**src/rtl/lsg_pkg.sv**
```systemverilog
// -----------------------------------------------------------------------------
// lsg_pkg
// Shared types and constants for the lane strobe generator.
//   seq_state_e    : logical-layer reset sequencer states
//   INC_*          : NCO increments for an 80 GHz local_clk at ACC_W = 32.
//                    Strobe rate = inc / 2^32 * 80 GHz.
// Used by: lsg_nco_ch, lane_strobe_gen
// -----------------------------------------------------------------------------
package lsg_pkg;

    typedef enum logic {
        HOLD     = 1'b0,
        RELEASED = 1'b1
    } seq_state_e;

    // Sideband at 800 MHz: 2^32 / 100, rounded to nearest.
    localparam logic [31:0] INC_SB        = 32'd42949673;

    // Lane rates: Gen2 10 GHz, Gen3 20 GHz, Gen4 40 GHz.
    localparam logic [31:0] INC_GEN2_LANE = 32'h2000_0000;
    localparam logic [31:0] INC_GEN3_LANE = 32'h4000_0000;
    localparam logic [31:0] INC_GEN4_LANE = 32'h8000_0000;

    // FSM rates run at lane rate / 8.
    localparam logic [31:0] INC_GEN2_FSM  = 32'h0400_0000;
    localparam logic [31:0] INC_GEN3_FSM  = 32'h0800_0000;

endpackage

```
**src/rtl/lsg_nco_ch.sv**
```systemverilog
// -----------------------------------------------------------------------------
// lsg_nco_ch
// One fractional-rate strobe channel (phase accumulator / NCO).
// Optional macro: LSG_STROBE_CNT_EN adds a per-channel strobe counter.
//
// Ports
//   clk     in   : local clock
//   rst     in   : synchronous active-high reset
//   en      in   : accumulate enable; when low, phase and toggle hold
//   inc_in  in   : increment presented for loading
//   load    in   : load inc_in into the active increment (takes effect next edge)
//   sync    in   : with load, clears phase, strobe, toggle and counter
//   strobe  out  : registered one-cycle carry-out of the accumulator
//   tog     out  : inverts on each strobe (divided-clock view)
//   cnt     out  : strobe count, wraps (LSG_STROBE_CNT_EN only)
// -----------------------------------------------------------------------------
module lsg_nco_ch
    import lsg_pkg::*;
#(
    parameter int ACC_W = 32
`ifdef LSG_STROBE_CNT_EN
    ,
    parameter int CNT_W = 16
`endif
) (
    input  logic             clk,
    input  logic             rst,
    input  logic             en,
    input  logic [ACC_W-1:0] inc_in,
    input  logic             load,
    input  logic             sync,
    output logic             strobe,
    output logic             tog
`ifdef LSG_STROBE_CNT_EN
    ,
    output logic [CNT_W-1:0] cnt
`endif
);

    logic [ACC_W-1:0] acc;
    logic [ACC_W-1:0] inc;
    logic [ACC_W:0]   sum;
    logic             clear;

    // One extra bit holds the carry that becomes the strobe.
    assign sum   = {1'b0, acc} + {1'b0, inc};
    assign clear = load & sync;

    always_ff @(posedge clk) begin
        if (rst) begin
            acc    <= '0;
            inc    <= '0;
            strobe <= 1'b0;
            tog    <= 1'b0;
        end else begin
            // The add on a load edge still uses the old increment.
            if (load) begin
                inc <= inc_in;
            end

            if (clear) begin
                // Phase restart swallows any overflow on this edge.
                acc    <= '0;
                strobe <= 1'b0;
                tog    <= 1'b0;
            end else if (en) begin
                acc    <= sum[ACC_W-1:0];
                strobe <= sum[ACC_W];
                if (sum[ACC_W]) begin
                    tog <= ~tog;
                end
            end else begin
                strobe <= 1'b0;
            end
        end
    end

`ifdef LSG_STROBE_CNT_EN
    // Counts cycles in which the registered strobe is high.
    always_ff @(posedge clk) begin
        if (rst) begin
            cnt <= '0;
        end else if (clear) begin
            cnt <= '0;
        end else if (strobe) begin
            cnt <= cnt + CNT_W'(1);
        end
    end
`endif

endmodule

```
**src/rtl/lane_strobe_gen.sv**
```systemverilog
// -----------------------------------------------------------------------------
// lane_strobe_gen
// NUM_CH programmable rate strobes derived from local_clk by phase
// accumulators, plus the logical-layer reset release sequencer timed in
// strobes of channel REF_CH. Everything stays in the local_clk domain; the
// strobes are clock enables, not clocks.
// Optional macro: LSG_STROBE_CNT_EN adds CNT_W and the strobe_cnt_o port.
//
// Ports
//   local_clk       in   : single clock
//   rst             in   : synchronous active-high reset
//   ch_en_i         in   : per-channel enable
//   ch_inc_i        in   : per-channel increment, channel k at [k*ACC_W +: ACC_W]
//   ch_load_i       in   : per-channel increment load pulse
//   ch_sync_i       in   : with load, clears the channel phase
//   soft_rst_req_i  in   : restarts the reset hold
//   strobe_o        out  : one-cycle rate strobes
//   tog_o           out  : toggles on each strobe
//   lrst_n_o        out  : active-low logical-layer reset
//   seq_busy_o      out  : high while the sequencer holds reset
//   strobe_cnt_o    out  : per-channel strobe counts (LSG_STROBE_CNT_EN only)
//
// Sequencer states
//   state    | meaning
//   ---------+------------------------------------------------------------
//   HOLD     | lrst_n_o low; counting REF_CH strobes up to RST_HOLD
//   RELEASED | lrst_n_o high; waiting for soft_rst_req_i
// -----------------------------------------------------------------------------
module lane_strobe_gen
    import lsg_pkg::*;
#(
    parameter int NUM_CH   = 4,
    parameter int ACC_W    = 32,
    parameter int REF_CH   = 0,
    parameter int RST_HOLD = 3
`ifdef LSG_STROBE_CNT_EN
    ,
    parameter int CNT_W    = 16
`endif
) (
    input  logic                    local_clk,
    input  logic                    rst,
    input  logic [NUM_CH-1:0]       ch_en_i,
    input  logic [NUM_CH*ACC_W-1:0] ch_inc_i,
    input  logic [NUM_CH-1:0]       ch_load_i,
    input  logic [NUM_CH-1:0]       ch_sync_i,
    input  logic                    soft_rst_req_i,
    output logic [NUM_CH-1:0]       strobe_o,
    output logic [NUM_CH-1:0]       tog_o,
    output logic                    lrst_n_o,
    output logic                    seq_busy_o
`ifdef LSG_STROBE_CNT_EN
    ,
    output logic [NUM_CH*CNT_W-1:0] strobe_cnt_o
`endif
);

    // Hold count only needs to reach RST_HOLD-1; the last strobe releases.
    localparam int              HC_W      = (RST_HOLD > 1) ? $clog2(RST_HOLD) : 1;
    localparam logic [HC_W-1:0] HOLD_LAST = HC_W'(RST_HOLD - 1);

    // -------------------------------------------------------------------------
    // Strobe channels
    // -------------------------------------------------------------------------
    for (genvar k = 0; k < NUM_CH; k++) begin : g_ch
        lsg_nco_ch #(
            .ACC_W (ACC_W)
`ifdef LSG_STROBE_CNT_EN
            ,
            .CNT_W (CNT_W)
`endif
        ) u_ch (
            .clk    (local_clk),
            .rst    (rst),
            .en     (ch_en_i[k]),
            .inc_in (ch_inc_i[k*ACC_W +: ACC_W]),
            .load   (ch_load_i[k]),
            .sync   (ch_sync_i[k]),
            .strobe (strobe_o[k]),
            .tog    (tog_o[k])
`ifdef LSG_STROBE_CNT_EN
            ,
            .cnt    (strobe_cnt_o[k*CNT_W +: CNT_W])
`endif
        );
    end

    // -------------------------------------------------------------------------
    // Reset sequencer
    // -------------------------------------------------------------------------
    seq_state_e      state;
    seq_state_e      state_nxt;
    logic [HC_W-1:0] hold_cnt;
    logic [HC_W-1:0] hold_cnt_nxt;
    logic            ref_strobe;

    assign ref_strobe = strobe_o[REF_CH];

    always_ff @(posedge local_clk) begin
        if (rst) begin
            state    <= HOLD;
            hold_cnt <= '0;
        end else begin
            state    <= state_nxt;
            hold_cnt <= hold_cnt_nxt;
        end
    end

    always_comb begin
        state_nxt    = state;
        hold_cnt_nxt = hold_cnt;
        lrst_n_o     = 1'b0;
        seq_busy_o   = 1'b1;

        case (state)
            HOLD: begin
                // A restart request beats a strobe on the same edge.
                if (soft_rst_req_i) begin
                    hold_cnt_nxt = '0;
                end else if (ref_strobe) begin
                    if (hold_cnt == HOLD_LAST) begin
                        state_nxt    = RELEASED;
                        hold_cnt_nxt = '0;
                    end else begin
                        hold_cnt_nxt = hold_cnt + HC_W'(1);
                    end
                end
            end
            RELEASED: begin
                lrst_n_o   = 1'b1;
                seq_busy_o = 1'b0;
                if (soft_rst_req_i) begin
                    state_nxt    = HOLD;
                    hold_cnt_nxt = '0;
                end
            end
            default: begin
                state_nxt    = HOLD;
                hold_cnt_nxt = '0;
            end
        endcase
    end

endmodule

```
**config.mk**
```make
export PLATFORM = sky130hd
export DESIGN_NAME = lane_strobe_gen
export DESIGN_NICKNAME = d
export VERILOG_FILES = /design/src/rtl/lsg_pkg.sv /design/src/rtl/lsg_nco_ch.sv /design/src/rtl/lane_strobe_gen.sv
export SDC_FILE = /design/constraint.sdc
export NUM_CORES = 1
export LEC_CHECK = 0
export CELL_PAD_IN_SITES_DETAIL_PLACEMENT = 0
export CELL_PAD_IN_SITES_GLOBAL_PLACEMENT = 2
export CORE_AREA = 5 5 172 340
export DETAILED_ROUTE_END_ITERATION = 6
export DIE_AREA = 0 0 177 345
export PLACE_DENSITY = 0.76
export SYNTH_ARGS = -nofsm -noshare
export SYNTH_HDL_FRONTEND = slang
export SYNTH_HIERARCHICAL = 1
export SYNTH_SLANG_ARGS = --single-unit
export TNS_END_PERCENT = 10
```
**constraint.sdc**
```tcl
create_clock -name local_clk -period 3.1 [get_ports local_clk]
set_input_delay 0.465 -clock local_clk [delete_from_list [all_inputs] [get_ports local_clk]]
set_output_delay 0.465 -clock local_clk [all_outputs]
set_load 0.01 [all_outputs]
```
# Word-level counts from Yosys, hierarchy flattened
# Index checks and enable logic that the tools add are counted.
op_classes:
  n_mux: 12
  reduce_logical: 13
  eq_ne: 3
  addsub: 5
  bitwise_logic: 13
ops:
  columns: ["op", "n"]
  rows:
  - ["$add A32 B32 Y33", 4]
  - ["$reduce_or A3 Y1", 4]
  - ["$reduce_and A2 Y1", 5]
  - ["$not A1 Y1", 9]
  - ["$mux W2", 4]
  - ["$reduce_or A2 Y1", 4]
  - ["$mux W1", 6]
  - ["$and A1 B1 Y1", 4]
  - ["$pmux W2 S2", 1]
  - ["$ne A3 B2 Y1 const B", 1]
  - ["$add A2 B1 Y2 const B", 1]
  - ["$eq A2 B2 Y1 const B", 1]
  - ["$ne A2 B2 Y1 const B", 1]
  - ["$pmux W1 S2", 1]
word_totals:
  wordCells: 64
  out_inout_bits: 10
  inputBits: 143
  reg_bits: 267

# Longest topological paths before layout
depth:
  word_depth: 5
  mapped_depth: 10
  depth_no_buf: 10

# Hierarchy
# The synthesis kept the hierarchy.
modules_own_cells:
  columns: ["module", "seq_area_each_um2", "instances", "area_each_um2", "cells_per_inst"]
  rows:
  - ["lsg_nco_ch at g_ch[0].u_ch ...", 1321.3, 2, 4028.9, 467]
  - ["lsg_nco_ch at g_ch[3].u_ch", 1321.3, 1, 4217.8, 496]
  - ["lsg_nco_ch at g_ch[2].u_ch", 1321.3, 1, 4057.6, 475]
  - ["lane_strobe_gen", 60.1, 1, 141.4, 15]

# Least setup slack after synthesis
# Ideal clock, no wire load.
synth_timing:
  path_type: "register -> register"
  from: "register g_ch[3].u_ch.acc[0]"
  to: "register g_ch[3].u_ch.acc[28]"
  period_less_slack_ns: 2.543
  arrival_ns: 2.425
  path_stages_with_launch: 10
  path_slack_ns: 0.557
  setup_ns: 0.117
  path_cell_list: "dfxtp_1 > ha_1 > fa_1 > a211oi_2 > o211ai_2 > a41oi_2 > o21ai_2 > and3_1 > or3_1 > a32o_1"
synth_between:
  elab_chain_cells: 1
synth_rtl:
  columns: ["element", "line_no", "source"]
  rows:
  - ["start: declaration", "lsg_nco_ch.sv:40", "logic [ACC_W-1:0] acc;"]
  - ["start signal: assignment", "lsg_nco_ch.sv:67", "acc <= sum[ACC_W-1:0];"]
  - ["$add A32 B32 Y33", "lsg_nco_ch.sv:46", "assign sum = {1'b0, acc} + {1'b0, inc};"]
# Every way passes these cells.
# A chain may end at the register's enable or synchronous reset.

# Final worst setup path
layout_timing:
  from: "register g_ch[2].u_ch.acc[0]"
  to: "register g_ch[2].u_ch.acc[30]"
layout_between:
  elab_chain_cells: 1
layout_rtl:
  columns: ["element", "line_no"]
  rows:
  - ["start: declaration", "lsg_nco_ch.sv:40"]
  - ["start signal: assignment", "lsg_nco_ch.sv:67"]
  - ["$add A32 B32 Y33", "lsg_nco_ch.sv:46"]
# Every way passes these cells.

==> results.toml <==
[power]
power.density_nw_per_um2 = 450
clock_power_share_pct = 42.3
p_total_uw = 8920
vdd_drop_max_mv = 0.385
power.internal_uw = 6480
p_sw_uw = 2430
p_comb_share_pct = 15.9
switching_share_pct = 27.3
p_leak_uw = 0.00855
power_frac_seq_pct = 41.8

[logic_synthesis]
yosysTopAreaCell = "dfxtp_1"
synth_ff_type = "dfxtp_1"
synthTopCellsByArea = "dfxtp_1, mux2i_1, ha_1, nor2_1, a21oi_1"
netlist_area_um2 = 16500
synth-seq-area-share_pct = 32.4
ys_ff_latch = 267
yosysMostFrequentCell = "nor2_1"
yosysTopAreaCellShare_pct = 32.4
synthTopCellsByCount = "nor2_1, dfxtp_1, mux2i_1, a21oi_1, nand2_1"
ys.warnings.count = 6
avgSynthCellArea_um2 = 8.58
synthArstFlopShare_pct = 0
synth_edf_count = 0
syn_nets = 2195
syn-instance-count = 1920
yosysUniqueCellTypes = 95

[clock_tree]
cts-htree-levels = 1
cts_resized = 0
root_buffer = "clkbuf_16"
clkTransAtPathRegs_ns = 0.06
cts_tree = "yes"
clk_latency_ns = 0.58
cts_buffer_depth = 3
cts.sinks = 267
cts_inserted_buffers = 30
cts_setup_buffers = 0
cts_hold_buf = 0

[routing]
viasPerCell = 5.02
wl_mm = 47.6
vias = 14200
wl_per_cell_um = 16.9
drtPass1Iterations = 5
drc = 0
ant_nets = 0
drt_iter0_markers = 672

[die]
die_w_um = 177
die_h_um = 345
die-area_um2 = 61100
core_area_um2 = 55700
io_pins = 153
start_util_pct = 29.6
rows = 123

[grt]
grt_max_degree = 36
grt_antenna_before_repair = 6
grt_pass1_vias = 14200
grt_overflow_total = 0
grt_usage_pct = 15.2
grt_pass1_wl_mm = 77.1

[sta]
setup_viol = 0
finalMaxSlewViolations = 0
rsz0062_at_grt = "false"
fmax_ghz = 0.357
setup_tns_ns = 0
finalClockSkew_ns = 0.0107
relSlewSlack_pct = 47.6
hold_violations = 0
min_period_over_period_pct = 90.5
worst_pin_slew_ns = 0.783
fin_crit_ns = 2.80

[layout]
syn_to_final_growth_pct = 20.2
final_nets = 2320
drive_gt1_share_pct = 6.48

[placement]
place.gp.congestion = 0.827
portBuffers = 152
dpl.hpwl_mm = 35.7

[job]
cap_violations = 0

[setup_path]
crit_path_end_kind = "register"
path_class = "reg -> reg"
start_kind = "register"
crit_fanout = 4
worstPathArrival_ns = 3.27
required_ns = 3.57

[run_status]
status = "complete, no violations"

[min_path]
min_path_type = "in -> reg"
==> sequential cells by signal, indices dropped and copies added (netlist names) <==
name              cells
g_ch.u_ch/strobe      4
g_ch.u_ch/tog         4
state                 1
hold_cnt              2
g_ch.u_ch/acc       128
g_ch.u_ch/inc       128
==> worst max-delay path, stage by stage (launching register included) <==
cell      delay, ns
dfxtp_1        0.31
ha_1           0.23
fa_1           0.41
a21oi_1        0.21
o21ai_1        0.10
a221oi_1       0.33
o21ai_2        0.16
a221o_1        0.40
o21ai_1        0.19
nor4b_1        0.07
a211o_1        0.28
==> metal layers <==
layer  vias to the layer above  GRT usage (%)  routed length (um)
met1                      6586           21.0               22700
li1                       7277              -                   -
met5                         -              0                  13
met4                         2           3.79                 959
met3                        51           2.91                2490
met2                       241           24.4               21400
==> cells by family (layout without fill, tap and decap cells) <==
group           after synthesis  count (layout)  share of synthesized area (%)
compound gates              521             521                           22.1
xor+xnor                     79              79                           4.20
fa+ha+maj                   132             132                           10.2
buf+inv                     125             272                           3.12
flops                       267             267                           32.4
mux                         190             190                           11.5
other cells                   0               5                              0
simple gates                606             606                           16.4
==> area by class of cell <==
cell class | instances | area, um^2
clock buffer | 47 | 906
antenna | 5 | 12.5
inverter | 34 | 128
sequential | 267 | 5350
multi-input combinational | 1528 | 10600
tap | 750 | 938
fill | 5964 | 35900
clock inverter | 7 | 120
timing repair buffer | 184 | 1740
==> stage by stage <==
step | utilization (%) | instances | hold slack [ns] | setup WS [ns] | cell area, um^2
finish | 35.5 | 2822 | 0.228 | 0.295 | 19800
global route | 35.5 | 2817 | 0.236 | 0.0315 | 19800
CTS | 35.5 | 2817 | 0.179 | 0.266 | 19800
detailed placement | 33.7 | 2763 | 0.451 | 0.285 | 18800
global placement | 33.7 | 2763 | 0.444 | 0.327 | 18800
floorplan | - | 1920 | 0.430 | 0.557 | 16500
==> path summary, 6_finish.rpt <==
| path | from | endpoint | slack [ns] | cells past startpoint |
|---|---|---|---|---|
| worst max-delay path | g_ch[2].u_ch/acc[0]$_SDFFE_PP0P_ | g_ch[2].u_ch/acc[30]$_SDFFE_PP0P_ | 0.30 | 10 |
| worst min-delay path | ch_load_i[1] | g_ch[1].u_ch/inc[22]$_SDFFE_PP0P_ | 0.23 | 3 |
| worst max register to register | g_ch[2].u_ch/acc[0]$_SDFFE_PP0P_ | g_ch[2].u_ch/acc[30]$_SDFFE_PP0P_ | 0.30 | 10 |
| worst min register to register | g_ch[3].u_ch/acc[24]$_SDFFE_PP0P_ | g_ch[3].u_ch/acc[24]$_SDFFE_PP0P_ | 0.45 | 2 |
==> cells in the final DEF (no fill, tap or decap), types with 33 or more instances in the layout <==
cell,count
a21o_1,54
a21oi_1,153
buf_4,33
clkdlybuf4s50_1,147
dfxtp_1,267
ha_1,128
mux2i_1,190
nand2_1,138
nand3_1,40
nor2_1,293
nor3_1,34
o21ai_0,80
xnor2_1,40
xor2_1,39
==> power by group through the flow <==
stage	clock [uW]	combinational, uW	sequential [uW]
finish	3770	1420	3730
CTS	3980	1430	3730
global route	4080	1580	3750
global placement	0	1420	3800
detailed placement	0	1420	3810
floorplan	0	974	3760
No activity file was read; power rests on OpenSTA's default activity.
